===== src/rtl/piso_serializer_if.sv =====
// Load handshake and serial output bundle for piso_serializer.
// master = word producer / serial consumer, slave = serializer.
interface piso_serializer_if #(
  parameter int WIDTH = 4
);
  logic             load_valid;
  logic             load_ready;
  logic [WIDTH-1:0] load_data;
  logic             ser_out;
  logic             ser_en;
  logic             word_done;

  modport master (
    output load_valid,
    output load_data,
    input  load_ready,
    input  ser_out,
    input  ser_en,
    input  word_done
  );

  modport slave (
    input  load_valid,
    input  load_data,
    output load_ready,
    output ser_out,
    output ser_en,
    output word_done
  );
endinterface


===== src/rtl/piso_serializer.sv =====
// Parallel-in serial-out stage, LSB first, with a one-entry
// input buffer so back-to-back words stream without gaps.
module piso_serializer #(
  parameter int WIDTH = 4
) (
  input  logic              clk,
  input  logic              rst,
  piso_serializer_if.slave  bus
);
  localparam int CW = (WIDTH > 2) ? $clog2(WIDTH) : 1;
  localparam logic [CW-1:0] LAST = CW'(WIDTH - 1);

  typedef enum logic {
    IDLE,
    SHIFT
  } state_t;

  state_t           state;
  logic [WIDTH-1:0] buf_data;
  logic             buf_full;
  logic [WIDTH-1:0] sr;
  logic [CW-1:0]    cnt;

  logic accept;
  logic last;

  assign bus.load_ready = !rst && !buf_full;
  assign accept         = bus.load_valid && bus.load_ready;
  assign last           = (cnt == LAST);

  assign bus.ser_en    = (state == SHIFT);
  assign bus.ser_out   = (state == SHIFT) && sr[0];
  assign bus.word_done = (state == SHIFT) && last;

  always_ff @(posedge clk) begin
    if (rst) begin
      state    <= IDLE;
      buf_data <= '0;
      buf_full <= 1'b0;
      sr       <= '0;
      cnt      <= '0;
    end else begin
      // accept only fires when the buffer is empty, so it
      // never collides with a drain below
      if (accept) begin
        buf_data <= bus.load_data;
        buf_full <= 1'b1;
      end
      unique case (state)
        IDLE: begin
          if (buf_full) begin
            sr       <= buf_data;
            buf_full <= 1'b0;
            cnt      <= '0;
            state    <= SHIFT;
          end
        end
        SHIFT: begin
          if (!last) begin
            sr  <= {1'b0, sr[WIDTH-1:1]};
            cnt <= cnt + CW'(1);
          end else if (buf_full) begin
            sr       <= buf_data;
            buf_full <= 1'b0;
            cnt      <= '0;
          end else begin
            sr    <= '0;
            cnt   <= '0;
            state <= IDLE;
          end
        end
        default: state <= IDLE;
      endcase
    end
  end
endmodule


===== src/flat_wrapper.sv =====
// flat-port wrapper written by rule: the top's interface ports become plain ports
module piso_serializer_flat 
#(
  parameter int WIDTH = 4
)
  (clk, rst, bus_load_valid, bus_load_data, bus_load_ready, bus_ser_out, bus_ser_en, bus_word_done);
  piso_serializer_if #(.WIDTH(WIDTH)) bus_i ();
  input  logic clk;
  input  logic rst;
  input wire logic [$bits(bus_i.load_valid)-1:0] bus_load_valid;
  input wire logic [$bits(bus_i.load_data)-1:0] bus_load_data;
  output wire logic [$bits(bus_i.load_ready)-1:0] bus_load_ready;
  output wire logic [$bits(bus_i.ser_out)-1:0] bus_ser_out;
  output wire logic [$bits(bus_i.ser_en)-1:0] bus_ser_en;
  output wire logic [$bits(bus_i.word_done)-1:0] bus_word_done;
  assign bus_i.load_valid = bus_load_valid;
  assign bus_i.load_data = bus_load_data;
  assign bus_load_ready = bus_i.load_ready;
  assign bus_ser_out = bus_i.ser_out;
  assign bus_ser_en = bus_i.ser_en;
  assign bus_word_done = bus_i.word_done;
  piso_serializer #(.WIDTH(WIDTH)) u_core (.clk(clk), .rst(rst), .bus(bus_i));
endmodule

===== config.mk =====
export PLATFORM = sky130hd
export DESIGN_NAME = piso_serializer_flat
export DESIGN_NICKNAME = d
export VERILOG_FILES = /design/src/rtl/piso_serializer_if.sv /design/src/rtl/piso_serializer.sv /design/src/flat_wrapper.sv
export SDC_FILE = /design/constraint.sdc
export NUM_CORES = 1
export LEC_CHECK = 0
export CAP_MARGIN = 20
export CORE_MARGIN = 5
export CORE_UTILIZATION = 35
export CTS_BUF_LIST = sky130_fd_sc_hd__clkbuf_8
export CTS_CLUSTER_DIAMETER = 100
export CTS_CLUSTER_SIZE = 20
export DETAILED_ROUTE_END_ITERATION = 10
export GPL_TIMING_DRIVEN = 0
export SYNTH_ARGS = -nofsm -noshare
export SYNTH_HDL_FRONTEND = slang
export SYNTH_SLANG_ARGS = --single-unit

===== constraint.sdc =====
create_clock -name clk -period 3 [get_ports clk]
set_clock_uncertainty 0.1 [all_clocks]
set_input_delay 0.3 -clock clk [delete_from_list [all_inputs] [get_ports clk]]
set_output_delay 0.3 -clock clk [all_outputs]
set_load 0.02 [all_outputs]

* Word level (Yosys, flattened, before mapping)
Cells that the tools add are included.
W data, S select, Z words.
** Word-level totals
- Register bits after elaboration :: 12
- Bits in latches :: 0
- Bits in writable memories :: 0
- ROM bits :: 0
- Bits of input ports :: 7
- Output and inout bits :: 4
- Memories :: 0
** Operators by class
- Add/subtract/negate cells :: 1
- Multiply operators :: 0
- Div/mod/pow operators :: 0
- Magnitude comparators :: 0
- Eq/ne operators :: 2
- Shifts and indexed selects :: 0
- Muxes and demuxes :: 14
- Bitwise operators :: 1
- Reductions and logical operators :: 6
** Operator list (count)
- $mux W4 :: 3
- $pmux W4 S2 :: 1
- $mux W1 :: 5
- $logic_and A1 B1 Y1 :: 4
- $mux W2 :: 2
- $pmux W1 S2 :: 2
- $pmux W2 S2 :: 1
- $add A2 B1 Y2 const B :: 1
- $eq A2 B2 Y1 const B :: 1
- $logic_not A1 Y1 :: 2
- $ne A2 B1 Y1 const B :: 1
- $not A1 Y1 :: 1

* Logic depth before layout (Yosys ltp)
- Word-level depth :: 7
- Mapped depth :: 5
- Depth with buffers taken out :: 4

* Worst setup path after synthesis
Ideal clock, no wire load.
- Path type :: flip-flop to flip-flop
- Start point :: register u_core.state (netlist: u_core.bus.ser_en)
- End point :: register u_core.sr[0]
- Library setup time :: 114 ps
- Arrival :: 1053 ps
- Data required time :: 2786 ps
- Slack :: 1733 ps
- Stages on the path, launching flop included :: 5
- Clock period less this slack :: 1267 ps
- Cell sequence :: dfxtp_1 buf_6 nor2b_1 nor3b_2 a21o_1
** On the way
- Longest elaborated chain between the ends :: 2
- Elaborated cells between the ends (all ways) :: 3
** RTL lines
- from (decl) :: line piso_serializer.sv:18 : state_t state;
- from (signal assigned) :: line piso_serializer.sv:37 : state <= IDLE;
- from (signal assigned) :: line piso_serializer.sv:55 : state <= SHIFT;
- from (signal assigned) :: line piso_serializer.sv:69 : state <= IDLE;
- $not A1 Y1 :: line piso_serializer.sv:49 : unique case (state)
- $pmux W4 S2 / $ne A2 B1 Y1 (equally long branches)
- to (signal assigned) :: line piso_serializer.sv:52 : sr <= buf_data;
- to (signal assigned) :: line piso_serializer.sv:60 : sr <= {1'b0, sr[WIDTH-1:1]};
- to (signal assigned) :: line piso_serializer.sv:63 : sr <= buf_data;
- to (decl) :: line piso_serializer.sv:21 : logic [WIDTH-1:0] sr;
Parallel ways exist; a longest one is shown, timed or not.
A chain may end at the register's enable or synchronous reset.

* Worst setup path in the final report
- Start point :: input rst
- End point :: output bus_load_ready
** On the way
- Longest elaborated chain between the ends :: 2
** RTL lines
- from (decl) :: line flat_wrapper.sv:9 : input logic rst;
- $logic_not A1 Y1 :: line piso_serializer.sv:27 : assign bus.load_ready = !rst && !buf_full;
- $logic_and A1 B1 Y1 :: line piso_serializer.sv:27
- to (decl) :: line flat_wrapper.sv:12 : output wire logic [$bits(bus_i.load_ready)-1:0] bus_load_ready;
Every way passes these cells.

==> out/metrics.cfg <==
[clock_network]
insertion_delay_ps = 240
path_clk_slew_ps = 50
h-tree-depth = 1
root_buffer = clkbuf_8
hold_buffers = 0
cts_setup_buffers = 0
postCtsResizedCells = 0
clock_path_buffers = 2
clock-sinks = 12
cts-buffers-inserted = 3
cts_tree = built

[final_layout]
nFillCells = 142
area_growth_syn_to_layout_pct = 32.5
drive_above_1_share = 0.162
layout_common_cells = nor2_1 (12), dfxtp_1 (12), clkdlybuf4s50_1 (10)
layout.nets = 78
final_util = 0.480
diodes = 0
fin_area_um2 = 714

[timing]
post-route-period-util = 0.716
finalHoldViolCount = 0
fin_ws_ps = 851
slew_headroom = 0.833
tns_ps = 0
drv_slew = 0
rsz0062_at_grt = false
setup_viol = 0
max_freq_mhz = 465
layout_min_cycle_time_ps = 2150
worst_slew_pin_slew_ps = 250

[routing]
ant_nets = 0
drcViolationCount = 0
first_pass_iters = 4
totalWireLength_um = 999
first_iter_violations = 12
routedWlPerCell_um = 11.9
viasPerCell = 5.06
vias = 425

[critical_path]
cp-end-kind = output pin
cp_slowest_cell = clkdlybuf4s50_1
cpLargestDelayFamily = buffers and inverters
cpPeakStageDelay_ps = 610
cp_num_buf_inv = 3
crit_arrival_ps = 1750
crit_fanout = 10
worstPathCellList = clkdlybuf4s50_1 -> buf_2 -> nor2_1 -> clkdlybuf4s50_1
crit_type = in -> out
crit_top_cell = clkdlybuf4s50_1
required_ps = 2600
cp-start-kind = input pin

[global_routing]
grt_first_pass_wirelength_um = 1600
grt_max_degree = 11
track_usage = 0.0944
grt.overflow.total = 0
antenna_found_initial = 0
grt_pass1_vias = 387

[power]
p_total_mw = 0.398
vdd_drop_max_mv = 0.239
power.density_nw_per_um2 = 557
leakagePower_nw = 0.322

[synthesis]
yosysTopAreaCell = dfxtp_1
ys_types = 18
synth_area_leaders = dfxtp_1 (45%), nor2_1 (8.4%), mux2i_1 (7.4%)
ys_seq_area_frac = 0.445
yosysTopAreaCellShare = 0.445
ys_ff_latch = 12
syn_inst = 54
mappedNetlistNets = 63
syn_area_per_cell_um2 = 9.99
ys_warn_count = 0
netlist_area_um2 = 539

[place]
place_area_um2 = 659
numPortBuffers = 10
finalWeightedCongestion = 0.704
post-dp-hpwl_um = 685
dpl_worst_slack_ps = 844

[run]
maxCapViolations = 0

[hold_path]
hold_class = reg -> reg

[die]
num_rows = 14
fp.dieW_um = 49.3
initial_core_util = 0.362
die_height_um = 49.3
die-area_um2 = 2430
pin_count = 11
core_um2 = 1490

[run_status]
status = finished, final reports clean

## cell families (layout without fill, tap and decap cells)
| logic type | Yosys count | after routing | synth area share |
|---|---|---|---|
| flops | 12 | 12 | 0.445 |
| fa+ha+maj | 2 | 2 | 0.0464 |
| buf+inv | 4 | 18 | 0.0534 |
| simple gates | 22 | 22 | 0.246 |
| mux | 4 | 4 | 0.0742 |
| compound gates | 10 | 10 | 0.135 |
## layout make-up
class / count / area, um2 / share of cell area
Multi-Input combinational cell: 38 / 270 / 0.378
Buffer: 4 / 28.8 / 0.0403
Tap cell: 16 / 20.0 / 0.0280
Sequential cell: 12 / 240 / 0.336
Clock buffer: 4 / 55.1 / 0.0771
Timing Repair Buffer: 10 / 100 / 0.140
## sequential cells by signal (all words and copies together), names as in the netlist
name	flops
u_core.sr	4
u_core.buf_full	1
u_core.buf_data	4
u_core.cnt	2
u_core.bus.ser_en	1
## metal layers
layer  routed length [um]  up-vias  track usage
met4                   58        0        0.135
met1                  477      196       0.0943
li1                     -      214            -
met3                   31        4       0.0183
met5                    0        -            0
met2                  431       11        0.137
## report_power, final
group | total, mW | switching, mW | leakage, nW | internal (mW)
Combinational | 0.0508 | 0.0240 | 0.195 | 0.0268
Sequential | 0.172 | 0.00463 | 0.0981 | 0.168
Clock | 0.174 | 0.0586 | 0.0288 | 0.116
Total | 0.398 | 0.0872 | 0.322 | 0.310
## Yosys cell counts, drive strengths merged
cell type,count
a21o,3
a21oi,3
a22o,3
a32oi,1
and2,2
buf,4
dfxtp,12
ha,2
mux2i,4
nand2b,1
nor2,12
nor2b,2
nor3,1
nor3b,4
## worst register-to-register path, stage by stage (launching register included)
cell and delay, ps:
dfxtp_1 340, ha_1 260, nor2b_1 230, nor3b_2 100
a21o_1 180
## metrics by stage
| step | hold slack (ps) | cells |
|---|---|---|
| 6_report | 351 | 84 |
| 3_3_place_gp | 340 | 80 |
| 5_1_grt | 373 | 84 |
| 4_1_cts | 355 | 84 |
| 3_5_place_dp | 342 | 80 |
| 2_1_floorplan | 325 | 54 |
## path summary, 6_finish.rpt
path,from,to,slack (ps),cells past startpoint
max,rst,bus_load_ready,850,4
min,u_core.buf_data[0]$_SDFFE_PP0P_,u_core.sr[0]$_SDFFE_PP0P_,350,1
max reg2reg,u_core.cnt[0]$_SDFFE_PP0P_,u_core.sr[0]$_SDFFE_PP0P_,1680,4
min reg2reg,u_core.buf_data[0]$_SDFFE_PP0P_,u_core.sr[0]$_SDFFE_PP0P_,350,1
(Power assumes the default switching activity.)
